**config.mk**
```make
export PLATFORM = sky130hd
export DESIGN_NAME = mult_host_seq
export DESIGN_NICKNAME = d
export VERILOG_FILES = /design/src/rtl/mult_host_seq.sv
export SDC_FILE = /design/constraint.sdc
export NUM_CORES = 1
export LEC_CHECK = 0
export BUFFER_PORTS_ARGS = -buffer_cell sky130_fd_sc_hd__clkbuf_2
export CORE_AREA = 2 2 115 117
export DETAILED_ROUTE_END_ITERATION = 10
export DIE_AREA = 0 0 117 119
export PLACE_DENSITY = 0.83
export SYNTH_ARGS = -nofsm -noshare
export SYNTH_HDL_FRONTEND = slang
export SYNTH_SLANG_ARGS = --single-unit
```
**constraint.sdc**
```tcl
create_clock -name clk -period 4.1 [get_ports clk]
set_input_delay 0.205 -clock clk [delete_from_list [all_inputs] [get_ports clk]]
set_output_delay 0.205 -clock clk [all_outputs]
set_load 0.01 [all_outputs]
```
**src/rtl/mult_host_seq.sv**
```systemverilog
// Host-side sequencer for a memory-mapped multiplier peripheral: writes both operands,
// starts the unit, polls status, then reads back the result and count words.
module mult_host_seq #(
  parameter int unsigned STROBE_LEN = 2,
  parameter int unsigned POLL_MAX   = 255,
  parameter logic [15:0] ADDR_A1    = 16'h037F,
  parameter logic [15:0] ADDR_A2    = 16'h0388,
  parameter logic [15:0] ADDR_CTRL  = 16'h03A0,
  parameter logic [15:0] ADDR_W     = 16'h0390,
  parameter logic [15:0] ADDR_L     = 16'h0398
) (
  input  logic        clk,
  input  logic        n_reset,
  input  logic        cmd_valid,
  output logic        cmd_ready,
  input  logic [23:0] cmd_a1,
  input  logic [23:0] cmd_a2,
  output logic        rsp_valid,
  input  logic        rsp_ready,
  output logic [31:0] rsp_w,
  output logic [23:0] rsp_l,
  output logic        rsp_timeout,
  output logic [15:0] saddress,
  output logic        srd,
  output logic        swr,
  output logic [31:0] sdata_in,
  input  logic [31:0] sdata_out
);

  typedef enum logic [3:0] {
    IDLE, WR_A1, WR_A2, WR_GO, RD_STAT, RD_W0, RD_W1, RD_L, RESP
  } state_t;

  // Access phases: 0 = setup, 1..STROBE_LEN = strobe, STROBE_LEN+1 = hold.
  localparam logic [4:0]  STB_LAST = 5'(STROBE_LEN);
  localparam logic [4:0]  HOLD_PH  = 5'(STROBE_LEN + 1);
  localparam logic [15:0] POLL_LIM = 16'(POLL_MAX);

  state_t      state;
  logic [4:0]  phase;
  logic        poll_gap;
  logic [15:0] poll_cnt;
  logic [23:0] a2_q;
  logic [31:0] w_q;

  function automatic logic is_read(input state_t s);
    return (s == RD_STAT) || (s == RD_W0) || (s == RD_W1) || (s == RD_L);
  endfunction

  always_ff @(posedge clk) begin
    if (!n_reset) begin
      state       <= IDLE;
      phase       <= '0;
      poll_gap    <= 1'b0;
      poll_cnt    <= '0;
      a2_q        <= '0;
      w_q         <= '0;
      cmd_ready   <= 1'b0;
      rsp_valid   <= 1'b0;
      rsp_w       <= '0;
      rsp_l       <= '0;
      rsp_timeout <= 1'b0;
      saddress    <= '0;
      sdata_in    <= '0;
      srd         <= 1'b0;
      swr         <= 1'b0;
    end else begin
      case (state)
        IDLE: begin
          if (cmd_valid && cmd_ready) begin
            // a1 goes straight onto the bus; a2 is kept for the second write.
            a2_q        <= cmd_a2;
            rsp_timeout <= 1'b0;
            cmd_ready   <= 1'b0;
            state       <= WR_A1;
            phase       <= '0;
            saddress    <= ADDR_A1;
            sdata_in    <= {8'h0, cmd_a1};
          end else begin
            cmd_ready <= 1'b1;
          end
        end

        RESP: begin
          if (rsp_ready) begin
            rsp_valid <= 1'b0;
            cmd_ready <= 1'b1;
            state     <= IDLE;
          end
        end

        default: begin
          if (state == RD_STAT && poll_gap) begin
            // Idle cycle between status polls is over: set up the next read.
            poll_gap <= 1'b0;
            phase    <= '0;
            saddress <= ADDR_CTRL;
            sdata_in <= '0;
          end else if (phase != HOLD_PH) begin
            phase <= phase + 5'd1;
            srd   <= (phase < STB_LAST) && is_read(state);
            swr   <= (phase < STB_LAST) && !is_read(state);
          end else begin
            // Hold cycle: read data is sampled here and the next access is set up.
            phase    <= '0;
            saddress <= '0;
            sdata_in <= '0;
            case (state)
              WR_A1: begin
                state    <= WR_A2;
                saddress <= ADDR_A2;
                sdata_in <= {8'h0, a2_q};
              end
              WR_A2: begin
                state    <= WR_GO;
                saddress <= ADDR_CTRL;
                poll_cnt <= '0;
              end
              WR_GO: begin
                state    <= RD_STAT;
                saddress <= ADDR_CTRL;
              end
              RD_STAT: begin
                if (sdata_out[1:0] != 2'b11) begin
                  state    <= RD_W0;
                  saddress <= ADDR_W;
                end else if (poll_cnt < POLL_LIM) begin
                  poll_cnt <= poll_cnt + 16'd1;
                  poll_gap <= 1'b1;
                end else begin
                  state       <= RESP;
                  rsp_valid   <= 1'b1;
                  rsp_timeout <= 1'b1;
                  rsp_w       <= '0;
                  rsp_l       <= '0;
                end
              end
              RD_W0: begin
                // First W read returns the previously latched word; discard it.
                state    <= RD_W1;
                saddress <= ADDR_W;
              end
              RD_W1: begin
                state    <= RD_L;
                w_q      <= sdata_out;
                saddress <= ADDR_L;
              end
              RD_L: begin
                state     <= RESP;
                rsp_valid <= 1'b1;
                rsp_w     <= w_q;
                rsp_l     <= sdata_out[23:0];
              end
              default: state <= IDLE;
            endcase
          end
        end
      endcase
    end
  end

endmodule

```
; Word level (Yosys, flattened, before mapping)
; Index checks and enable logic that the tools add are counted.
[totals]
reg_bits = 191
word_cells = 135
input_bits = 84
[classes]
n_reduce_logical = 30
order_cmp = 2
eq_ne = 29
n_bitwise = 5
add_sub_neg = 2
n_mux = 52
[ops]
columns = operator, n
row1 = two-way mux 32 bit, 5
row2 = case mux 32 bit (2 select lines), 2
row3 = two-way mux 16 bit, 5
row4 = two-way mux 24 bit, 3
row5 = case mux 16 bit (2 select lines), 2
row6 = case mux 10 bit (5 select lines), 1
row7 = case mux 24 bit (2 select lines), 1
row8 = case mux 4 bit (7 select lines), 1
row9 = two-way mux 4 bit, 6
row10 = "adder 16 x 1 -> 16 bit, second input constant", 1
row11 = "== test 4 x 3 -> 1 bit, second input constant", 4
row12 = "less-than comparator 16 x 8 -> 1 bit, second input constant", 1
row13 = two-way mux 1 bit, 16
row14 = two-way mux 5 bit, 3
row15 = "!= test 2 x 1 -> 1 bit, second input constant", 7
row16 = "!= test 2 bit, second input constant", 7
row17 = AND reduction 7 bit, 2
row18 = AND reduction 6 bit, 2
row19 = nonzero test 2 bit, 6
row20 = two-way mux 10 bit, 1
row21 = case mux 5 bit (2 select lines), 1
row22 = AND reduction 5 bit, 2
row23 = "!= test 3 x 2 -> 1 bit, second input constant", 3
row24 = "== test 4 x 2 -> 1 bit, second input constant", 2
row25 = other kinds (19), 36

; Longest topological paths before layout
; Gate-level depths: netlist of the first run.
[depth]
depth_word = 7
ltp_mapped = 9

; Worst setup path after synthesis of the first run
; Ideal clock, no wire load.
[synth_timing]
path_type = reg2reg
from = register phase[0]
to = register poll_cnt[6]
setup_slack_ps = 2007
t_arrival_ps = 2033
path_buffers = 0
path_stages_with_launch = 7
synth_period_minus_slack_ps = 2093
cell_sequence = dfxtp_1 > ha_1 > or4b_1 > a2111oi_4 > o21ai_2 > or4_1 > nand2_1
[synth_via]
elab_chain_cells = 3
[synth_lines]
columns = element, line
row1 = from (decl), 40  ; logic [4:0] phase;
row2 = from (signal assigned), 100  ; phase <= phase + 5'd1;
row3 = != test 5 x 2 -> 1 bit, 99  ; end else if (phase != HOLD_PH) begin
row4 = NOT 1 bit (no source line), n/a
row5 = AND reduction 6 bit (no source line), n/a
row6 = to (signal assigned), 128  ; poll_cnt <= poll_cnt + 16'd1;
row7 = to (decl), 42  ; logic [15:0] poll_cnt;
; Every way passes these cells.
; A chain may end at the register's enable or synchronous reset.

; Worst setup path in the final report of the first run
[layout_timing]
from = register state[2]
to = register rsp_w[8]
[layout_via]
elab_chain_cells = 4
[layout_lines]
columns = element, line
row1 = from (decl), 39  ; state_t state;
row2 = from (signal assigned), 52  ; state <= IDLE;
row3 = from (signal assigned), 75  ; state <= WR_A1;
row4 = from (signal assigned), 88  ; state <= IDLE;
row5 = == test 4 bit (tied with other cells), 68  ; case (state)
row6 = OR reduction 2 bit (no source line) or logical AND 1 bit (tied branches), n/a
row7 = NOT 1 bit (no source line), n/a
row8 = AND reduction 6 bit (no source line), n/a
row9 = to (signal assigned), 151  ; rsp_w <= w_q;
row10 = to (decl), 20  ; output logic [31:0] rsp_w,
; Parallel ways exist; a longest one is shown, timed or not.

==> flow_metrics.py, run 1 <==
metrics = {
    "cells_and_area": {
        "nets": 1042,
        "fillers": 1020,
        "final_cell_mix": "178 x clkbuf_2, 173 x dfxtp_1, 99 x a21oi_1",
        "regArea_sq_um": 3460,
        "postLayoutCoreUtil_pct": 67.9,
        "syn2layout_area_growth_pct": 26.1,
        "drive_above_1_share_pct": 24.5,
        "fin_cells": 1145,
        "final_common_cell": "clkbuf_2",
        "multi_input_area_sq_um": 3140,
        "design_area_sq_um": 8740,
        "diodes": 0,
    },
    "power_and_ir_drop": {
        "power_density_nw_per_um2": 535,
        "p_leak_uw": 0.00345,
        "vdd_ir_drop_max_uv": 379,
    },
    "synthesis": {
        "synth-seq-area-share_pct": 50.0,
        "synth-seq-cells": 173,
        "synth-warning-count": 0,
        "post_synth_num_cell_types": 53,
        "async_flop_share_pct": 0,
        "synthFlopType": "dfxtp_1",
        "syn_avg_cell_area_sq_um": 8.83,
        "synth_area_sq_um": 6930,
        "synth-edff-count": 0,
        "netlist_instances": 785,
    },
    "timing": {
        "setup_viol": 0,
        "fin_crit_sh_pct": 70.9,
        "min_period_ns": 2.91,
        "finalSetupTns_ns": 0,
        "setup_ws_ns": 1.19,
        "slew_violations": 0,
        "skew_ns": 0.0101,
        "slew-limit-headroom_pct": 27.9,
        "hold_violations": 0,
        "grt_setup_unrepaired": "false",
        "tightest_slew_ns": 1.08,
        "fmax_ghz": 0.344,
    },
    "critical_path": {
        "cpMaxStageDelayCell": "dfxtp_1",
        "cp_data_required_time_ns": 4.44,
        "worstSetupEndpointType": "flip-flop",
        "critPathKind": "reg2reg",
        "slowest_delay_ns": 0.75,
        "worst-path-max-fanout": 113,
        "worstPathCellList": "nor4b_4 > nand2_1 > a221oi_4 > buf_4 > nand3_1 > a21oi_1",
        "worstPathArrival_ns": 3.25,
        "startpoint_type": "flip-flop",
    },
    "clock_tree": {
        "clk_latency_ns": 0.43,
        "htreeDepth": 4,
        "path_clk_slew_ns": 0.06,
        "post_cts_buffers": 0,
        "post_cts_resized": 0,
        "max-clock-path-buffers": 2,
        "clock-sinks": 173,
        "cts_made_buffers": 17,
        "cts_tree": "built",
        "clockRootBuffer": "clkbuf_16",
    },
    "floorplan": {
        "start_util_pct": 53.8,
        "boundaryPins": 193,
        "rows": 42,
        "fp.dieW_microns": 117,
        "die_h_microns": 119,
        "coreArea_sq_um": 12900,
        "die-area_sq_um": 13900,
    },
    "detailed_routing": {
        "drt_iter0_drc": 601,
        "wl_per_cell_microns": 14.8,
        "vias_per_cell": 5.48,
        "first_pass_iters": 6,
        "drt-total-wl_mm": 17.0,
        "vias": 6270,
        "detail-route-antenna-nets": 0,
        "drc": 0,
    },
    "placed_design": {
        "placed_cell_area_sq_um": 7820,
        "dp.cells": 1082,
        "port_buffers": 178,
        "pre_cts_ws_ns": 1.27,
        "place_congestion": 0.885,
        "hpwlAfterDp_mm": 10.4,
    },
    "global_routing": {
        "grt_usage_pct": 24.5,
        "antenna_found_initial": 0,
        "grt_max_degree": 114,
        "overflow": 0,
        "grt_pass1_wl_mm": 27.5,
        "grt_pass1_vias": 5829,
    },
    "job": {
        "cap_violations": 0,
    },
    "run_status": {
        "outcome": "finished clean",
    },
    "worst_hold_path": {
        "min_path_type": "in2reg",
    },
}
-- stage by stage --
stage	hold slack [ns]	power (uW)
after floorplan	0.320	2700
after global placement	0.420	2980
after detailed placement	0.428	3010
after CTS	0.00108	4670
after global routing	0.00688	4910
final	0.0101	4670
-- critical path: cells and delay by family, from the launching register on --
kind | cells | cell delay, ns
buffers and inverters | 1 | 0.72
AO/OA/AOI/OAI | 2 | 0.48
AND/OR/NAND/NOR | 3 | 0.81
flip-flops | 1 | 0.75
-- cell families (layout without fill, tap and decap cells) --
| logic type | Yosys count | count (layout) | synth area share (%) |
|---|---|---|---|
| multiplexers | 6 | 6 | 0.867 |
| flip-flops | 173 | 173 | 50.0 |
| XOR/XNOR | 7 | 7 | 0.885 |
| other | 1 | 14 | 0.0541 |
| adder cells (fa/ha/maj) | 2 | 2 | 0.361 |
| AND/OR/NAND/NOR | 327 | 327 | 23.9 |
| buffers and inverters | 85 | 256 | 6.03 |
| AO/OA/AOI/OAI | 184 | 184 | 17.9 |
-- per-layer routing --
metal	up-vias	global-route usage, %	wire length (microns)
li1	3080	-	-
met1	2897	31.4	7280
met2	263	38.8	8080
met3	30	7.23	1300
met4	0	9.26	315
met5	-	0	0
-- power breakdown --
group,switching (uW),internal [uW],total [uW]
clock,669,982,1650
combinational,646,416,1060
sequential,132,1830,1960
total,1450,3230,4670
-- flip-flops by register name, summed over array words and instances, names as in the netlist --
name and count:
saddress 6, cmd_ready 1, phase 5, poll_cnt 16, poll_gap 1, srd 1, rsp_timeout 1, swr 1
state 4, a2_q 24, rsp_valid 1, sdata_in 24, rsp_l 24, rsp_w 32, w_q 32
-- cell type report --
class | instances | area share [%]
inverters | 4 | 0.201
flip-flops and latches | 173 | 39.6
well taps | 176 | 2.52
repair buffers | 220 | 14.7
multi-input cells | 540 | 36.0
clock buffers | 20 | 5.11
clock inverters | 12 | 1.83
-- timing repair --
action	in CTS	in global routing
endpoints found under the setup margin	0	0
hold buffers	31	0
endpoints found under the hold margin	31	0
-- cells in the mapped netlist, drive strengths merged (2+ instances only) --
cell type	number	area [sq um]
a2111oi	3	63.8
a211oi	2	20.0
a21oi	99	495
a221oi	25	225
a22o	24	210
a311oi	2	17.5
a31oi	2	12.5
and2	8	50.1
and3	7	43.8
and4	2	17.5
buf	39	245
clkbuf	42	158
dfxtp	173	3460
ha	2	25.0
inv	4	15.0
mux2i	6	60.1
nand2	85	319
nand2b	60	375
nand3	62	310
nand4	3	18.8
nor2	51	191
nor2b	3	18.8
nor3	28	140
nor4	3	18.8
nor4b	2	47.6
o2111ai	2	17.5
o211ai	6	45.0
o21a	3	22.5
o21ai	9	48.8
or3	3	18.8
or4	6	52.6
or4b	2	20.0
xor2	6	52.6
-- final timing paths --
check / from / depth (start not counted) / to / slack, ns
worst max-delay path: state[2]$_SDFFE_PN0P_ / 6 / rsp_w[8]$_SDFFE_PN0P_ / 1.19
worst min-delay path: cmd_a2[21] / 2 / a2_q[21]$_SDFFE_PN0P_ / 0.01
worst max register to register: state[2]$_SDFFE_PN0P_ / 6 / rsp_w[8]$_SDFFE_PN0P_ / 1.19
worst min register to register: saddress[3]$_SDFFE_PN0P_ / 2 / saddress[3]$_SDFFE_PN0P_ / 0.45
Power figures use the tool's default switching activity.
==> inputs of run 2 (changes only) <==
--- a/config.mk
+++ b/config.mk
@@ -6,10 +6,10 @@
 export NUM_CORES = 1
 export LEC_CHECK = 0
 export BUFFER_PORTS_ARGS = -buffer_cell sky130_fd_sc_hd__clkbuf_2
-export CORE_AREA = 2 2 115 117
+export CORE_AREA = 2 2 119 121
 export DETAILED_ROUTE_END_ITERATION = 10
-export DIE_AREA = 0 0 117 119
-export PLACE_DENSITY = 0.83
+export DIE_AREA = 0 0 121 123
+export PLACE_DENSITY = 0.78
 export SYNTH_ARGS = -nofsm -noshare
 export SYNTH_HDL_FRONTEND = slang
 export SYNTH_SLANG_ARGS = --single-unit
==> constraint.sdc (replaced) <==
create_clock -name clk -period 2.7 [get_ports clk]
set_input_delay 0.135 -clock clk [delete_from_list [all_inputs] [get_ports clk]]
set_output_delay 0.135 -clock clk [all_outputs]
set_load 0.01 [all_outputs]
==> run 2 against run 1 <==
  * Count of clock-buffer cells in the layout increased by 4
  * Die area up 6.9%
  * Highest routed layer unchanged
  * Global-route usage shrank 0.70 points
  * Combinational power increased by 63%
  * Clock skew increased by 0.0023 ns
  * Final cell count up 3.8%
  * Sequential power grew 51%
  * Largest cell class unchanged
  * Total power is 49% higher
  * Sequential share of layout area is 1.6 points lower
==> flow_metrics.py, run 2 (synthesis results as in run 1) <==
metrics = {
    "run_status": {
        "outcome": "finished clean",
    },
    "power_and_ir_drop": {
        "netSwitchingPower_uw": 2180,
        "p_leak_uw": 0.00361,
        "power_frac_clock_pct": 32.4,
        "swShare_pct": 31.3,
        "p_int_uw": 4770,
        "p_comb_share_pct": 24.9,
        "power_density_nw_per_um2": 763,
        "vdd_ir_drop_max_uv": 542,
        "p_total_uw": 6940,
        "seq_power_share_pct": 42.6,
    },
    "cells_and_area": {
        "final_cell_mix": "178 x clkbuf_2, 173 x dfxtp_1, 99 x a21oi_1",
        "final_common_cell": "clkbuf_2",
        "syn2layout_area_growth_pct": 31.3,
        "fillers": 1092,
        "diodes": 0,
        "nets": 1081,
        "drive_above_1_share_pct": 24.6,
        "postLayoutCoreUtil_pct": 66.9,
        "design_area_sq_um": 9100,
        "largest_registers": "rsp_w (32), w_q (32)",
        "multi_input_area_sq_um": 3140,
        "regArea_sq_um": 3460,
    },
    "critical_path": {
        "worst-path-max-fanout": 14,
        "critPathKind": "reg2reg",
        "cp_data_required_time_ns": 3.04,
        "slowest_delay_ns": 0.59,
        "worstPathArrival_ns": 2.73,
        "startpoint_type": "flip-flop",
        "worstPathCellList": "nor4b_4 > nand2_1 > a221oi_4 > buf_4 > nand3_1 > a21oi_1",
        "cpMaxStageDelayCell": "dfxtp_1",
        "cpLargestDelayFamily": "compound AO/OA/AOI/OAI gates",
        "path_buf_inv": 1,
        "worstSetupEndpointType": "flip-flop",
    },
    "clock_tree": {
        "post_cts_buffers": 0,
        "cts_tree": "built",
        "clockRootBuffer": "clkbuf_16",
        "post_cts_resized": 0,
        "cts-hold-fix-buffers": 57,
        "cts_made_buffers": 17,
        "clock-sinks": 173,
        "path_clk_slew_ns": 0.06,
        "clk_latency_ns": 0.42,
        "htreeDepth": 4,
        "max-clock-path-buffers": 2,
    },
    "global_routing": {
        "grt_max_degree": 57,
        "grtUsageMet2_pct": 38.7,
        "grt.busiest_layer": "met2",
        "antenna_found_initial": 0,
        "grt_usage_pct": 23.8,
        "grt_pass1_wl_mm": 28.7,
        "grt_pass1_vias": 5943,
        "overflow": 0,
        "grt.met1_usage_pct": 30.6,
        "grtUsageMet3_pct": 7.38,
    },
    "detailed_routing": {
        "drt-total-wl_mm": 17.7,
        "first_pass_iters": 5,
        "vias_per_cell": 5.36,
        "detail-route-antenna-nets": 0,
        "drc": 0,
        "drt_iter0_drc": 574,
        "vias": 6372,
        "wl_per_cell_microns": 14.9,
    },
    "timing": {
        "finalSetupTns_ns": 0,
        "hold_violations": 0,
        "fin_crit_sh_pct": 88.5,
        "fmax_ghz": 0.419,
        "min_period_ns": 2.39,
        "grt_setup_unrepaired": "false",
        "skew_ns": 0.0125,
        "tightest_slew_ns": 0.654,
        "slew_violations": 0,
        "setup_viol": 0,
        "slew-limit-headroom_pct": 56.1,
    },
    "placed_design": {
        "placed_cell_area_sq_um": 7980,
        "place_congestion": 0.868,
        "hpwlAfterDp_mm": 11.1,
        "port_buffers": 178,
    },
    "floorplan": {
        "boundaryPins": 193,
        "rows": 43,
        "die-area_sq_um": 14900,
        "coreArea_sq_um": 13600,
        "fp.dieW_microns": 121,
        "start_util_pct": 50.9,
        "die_h_microns": 123,
    },
    "job": {
        "cap_violations": 0,
    },
    "worst_hold_path": {
        "min_path_type": "in2reg",
    },
}
-- run 2: changes by cell type in the layout (fill, tap and decap cells not counted) --
cell	previous run	this run
nor2_1	50	51
buf_4	11	19
bufinv_16	3	0
clkbuf_8	1	4
dlygate4sd3_1	31	57
clkinv_4	2	0
inv_6	4	2
clkinvlp_4	1	4
clkbuf_1	2	3
nor2_2	1	0
buf_12	0	5
-- run 2: routing by layer --
layer	vias to the layer above	part of all wire, %
met3	16	6.1
li1	3155	-
met4	0	1.1
met1	2996	44
met5	-	0
met2	205	49
-- run 2: layout make-up --
| cell class | instances | area share, % |
|---|---|---|
| sequential | 173 | 38.1 |
| timing repair buffer | 259 | 18.7 |
| clock buffer | 24 | 5.40 |
| multi-input combinational | 540 | 34.5 |
| inverter | 4 | 0.192 |
| clock inverter | 8 | 0.632 |
| tap | 180 | 2.47 |
-- run 2: final timing paths --
check / end / slack [ns] / depth (start not counted) / startpoint
max: rsp_w[12]$_SDFFE_PN0P_ / 0.31 / 6 / state[2]$_SDFFE_PN0P_
min reg2reg: w_q[1]$_SDFFE_PN0P_ / 0.46 / 2 / w_q[1]$_SDFFE_PN0P_
min: sdata_in[11]$_SDFFE_PN0P_ / 0.01 / 3 / cmd_a1[11]
max reg2reg: rsp_w[12]$_SDFFE_PN0P_ / 0.31 / 6 / state[2]$_SDFFE_PN0P_
-- run 2: per-stage QoR --
stage,hold WS (ns),cells,setup slack [ns]
final,0.00958,1188,0.312
after global routing,0.0149,1188,0.105
after CTS,0.000881,1188,0.336
after detailed placement,0.354,1099,0.344
after global placement,0.348,1099,0.346
after floorplan,0.250,798,0.607
-- run 2: power groups by stage --
stage / combinational [uW] / clock (uW) / sequential (uW)
3_5_place_dp: 1650 / 0 / 3010
3_3_place_gp: 1640 / 0 / 3000
5_1_grt: 1910 / 2430 / 2980
2_1_floorplan: 1100 / 0 / 3000
4_1_cts: 1720 / 2290 / 2960
6_report: 1730 / 2250 / 2960
-- run 2: worst register-to-register path, stage by stage (launching register included) --
cell	delay, ns
dfxtp_1	0.59
nor4b_4	0.41
nand2_1	0.19
a221oi_4	0.59
buf_4	0.28
nand3_1	0.09
a21oi_1	0.17
==> inputs of run 3 (changes only) <==
--- a/config.mk
+++ b/config.mk
@@ -5,10 +5,11 @@
 export SDC_FILE = /design/constraint.sdc
 export NUM_CORES = 1
 export LEC_CHECK = 0
+export ABC_AREA = 1
 export BUFFER_PORTS_ARGS = -buffer_cell sky130_fd_sc_hd__clkbuf_2
-export CORE_AREA = 2 2 119 121
+export CORE_AREA = 2 2 121 123
 export DETAILED_ROUTE_END_ITERATION = 10
-export DIE_AREA = 0 0 121 123
+export DIE_AREA = 0 0 123 125
 export PLACE_DENSITY = 0.78
 export SYNTH_ARGS = -nofsm -noshare
 export SYNTH_HDL_FRONTEND = slang
==> run 3 against run 2 <==
  * Critical path depth grew 5
  * Setup slack better by 0.24 ns
  * Combinational power grew 13%
  * Hold slack lost 0.0049 ns
  * Critical endpoint is now rsp_l[15]$_SDFFE_PN0P_
  * Area after synthesis increased by 3.5%
  * Via count grew 10%
  * Flip-flop and latch count stayed put
  * Sequential share of layout area is 0.39 points higher
  * Largest cell class unchanged
  * Highest routed layer unchanged
  * Die area grew 3.3%
==> flow_metrics.py, run 3 <==
metrics = {
    "synthesis": {
        "synth-edff-count": 0,
        "synthFlopType": "dfxtp_1",
        "async_flop_share_pct": 0,
        "post_synth_num_cell_types": 31,
        "yosysTopAreaCell": "dfxtp_1",
        "synth_common_cells": "186 x nand2_1, 173 x dfxtp_1, 122 x nor2_1",
        "synth_area_sq_um": 7170,
        "ys_top_cells_by_area": "dfxtp_1 48%, nand2_1 9.7%, a21oi_1 7.4%",
        "netlist_instances": 977,
        "synth-seq-cells": 173,
        "netlist.area_leader.share_pct": 48.3,
        "yosysMostFrequentCell": "nand2_1",
        "syn_avg_cell_area_sq_um": 7.34,
        "synth-seq-area-share_pct": 48.3,
        "synth-warning-count": 0,
    },
    "cells_and_area": {
        "final_cell_mix": "186 x nand2_1, 178 x clkbuf_2, 173 x dfxtp_1",
        "postLayoutCoreUtil_pct": 63.4,
        "diodes": 0,
        "drive_above_1_share_pct": 21.1,
        "regArea_sq_um": 3460,
        "multi_input_area_sq_um": 3030,
        "syn2layout_area_growth_pct": 25.6,
        "largest_registers": "rsp_w (32), w_q (32)",
        "nets": 1247,
        "fillers": 1250,
        "final_common_cell": "nand2_1",
    },
    "critical_path": {
        "worstSetupEndpointType": "flip-flop",
        "startpoint_type": "flip-flop",
        "worst-path-max-fanout": 18,
        "worstPathArrival_ns": 2.41,
        "critPathKind": "reg2reg",
        "cp_data_required_time_ns": 2.97,
    },
    "global_routing": {
        "overflow": 0,
        "grt_usage_pct": 25.5,
        "grt_max_degree": 80,
        "grt_pass1_vias": 6576,
        "antenna_found_initial": 0,
        "grt_pass1_wl_mm": 31.5,
    },
    "timing": {
        "setup_ws_ns": 0.552,
        "finalSetupTns_ns": 0,
        "fin_crit_sh_pct": 79.5,
        "fmax_ghz": 0.466,
        "tightest_slew_ns": 0.859,
        "grt_setup_unrepaired": "false",
        "slew-limit-headroom_pct": 42.7,
        "setup_viol": 0,
        "skew_ns": 0.00719,
        "hold_violations": 0,
        "min_period_ns": 2.15,
        "slew_violations": 0,
    },
    "clock_tree": {
        "clk_latency_ns": 0.43,
        "post_cts_resized": 0,
        "path_clk_slew_ns": 0.06,
        "cts-hold-fix-buffers": 34,
        "post_cts_buffers": 0,
        "cts_made_buffers": 17,
        "clockRootBuffer": "clkbuf_16",
        "cts_tree": "built",
        "max-clock-path-buffers": 2,
        "htreeDepth": 4,
        "clock-sinks": 173,
    },
    "detailed_routing": {
        "vias": 7040,
        "vias_per_cell": 5.18,
        "drc": 0,
        "drt-total-wl_mm": 19.4,
        "detail-route-antenna-nets": 0,
        "wl_per_cell_microns": 14.3,
        "first_pass_iters": 5,
        "drt_iter0_drc": 579,
    },
    "worst_hold_path": {
        "min_path_type": "in2reg",
    },
    "floorplan": {
        "die_h_microns": 125,
        "rows": 44,
        "fp.dieW_microns": 123,
        "boundaryPins": 193,
        "coreArea_sq_um": 14200,
        "die-area_sq_um": 15400,
        "start_util_pct": 50.5,
    },
    "power_and_ir_drop": {
        "vdd_ir_drop_max_uv": 598,
        "power_density_nw_per_um2": 815,
        "p_leak_uw": 0.00372,
        "p_total_uw": 7340,
    },
    "job": {
        "cap_violations": 0,
    },
    "run_status": {
        "outcome": "finished clean",
    },
    "placed_design": {
        "place_congestion": 0.890,
        "hpwlAfterDp_mm": 12.4,
        "pre_cts_ws_ns": 0.580,
        "port_buffers": 178,
    },
}
==> run 3: changes by cell type after synthesis, sizes merged, moves of 7 or more <==
cell	delta
nand2	+104
o21ai	+99
inv	+80
nor2	+78
nand2b	-60
nand4	+32
a221oi	-25
a22o	-24
nor3	-22
nand3	-12
and2	-8
a21oi	+7
and3	-7
==> run 3: stage by stage <==
step / cells / hold WS [ns] / cell area (sq um)
CTS: 1358 / 0.0000988 / 9010
floorplan: 990 / 0.248 / 7220
finish: 1358 / 0.00467 / 9010
global placement: 1292 / 0.333 / 8070
global route: 1358 / 0.0146 / 9010
detailed placement: 1292 / 0.340 / 8070
==> run 3: area by class of cell <==
type | instances | share of cell area, %
Sequential cell | 173 | 38.4
Multi-Input combinational cell | 656 | 33.7
Timing Repair Buffer | 229 | 15.2
Clock buffer | 22 | 5.37
Inverter | 84 | 3.50
Tap cell | 184 | 2.56
Clock inverter | 10 | 1.25
==> run 3: worst paths after layout <==
kind,depth (start not counted),slack [ns],endpoint,start
setup / recovery,11,0.55,rsp_l[15]$_SDFFE_PN0P_,phase[0]$_SDFFE_PN0P_
hold / removal,3,0.005,rsp_l[22]$_SDFFE_PN0P_,sdata_out[22]
hold reg to reg,2,0.44,poll_cnt[10]$_SDFFE_PN0P_,poll_cnt[10]$_SDFFE_PN0P_
setup reg to reg,11,0.55,rsp_l[15]$_SDFFE_PN0P_,phase[0]$_SDFFE_PN0P_
==> run 3: cell families (layout without fill, tap and decap cells) <==
kind of cell	count (synthesis)	in the layout	share of synthesized area [%]
AND/OR/NAND/NOR	412	412	24.7
AO/OA/AOI/OAI	222	222	15.7
flip-flops	173	173	48.3
buffers and inverters	161	345	10.2
XOR/XNOR	6	6	0.732
adder cells (fa/ha/maj)	2	2	0.349
other	1	14	0.0523
==> run 3: critical path: stages (launching register included) <==
cell and delay, ns:
dfxtp_1 0.38, ha_1 0.21, nand3_1 0.20, inv_1 0.13, nand2_1 0.08, inv_2 0.16, nand2_1 0.11, inv_2 0.07
nand2_2 0.24, buf_4 0.28, nand2_1 0.07, a21oi_1 0.06
==> run 3: report_power, final <==
group          internal, uW  switching, uW  leakage, uW  total, uW
registers              2790            142      0.00140       2940
logic                   633           1320      0.00203       1950
clock network          1460           1000     0.000280       2460
==> run 3: per-layer routing <==
metal	global-route usage, %	vias to the layer above	wire length [microns]
li1	-	3523	-
met1	32.8	3204	8280
met2	40.5	281	9110
met3	7.80	32	1700
met4	8.56	0	320
met5	0	-	0
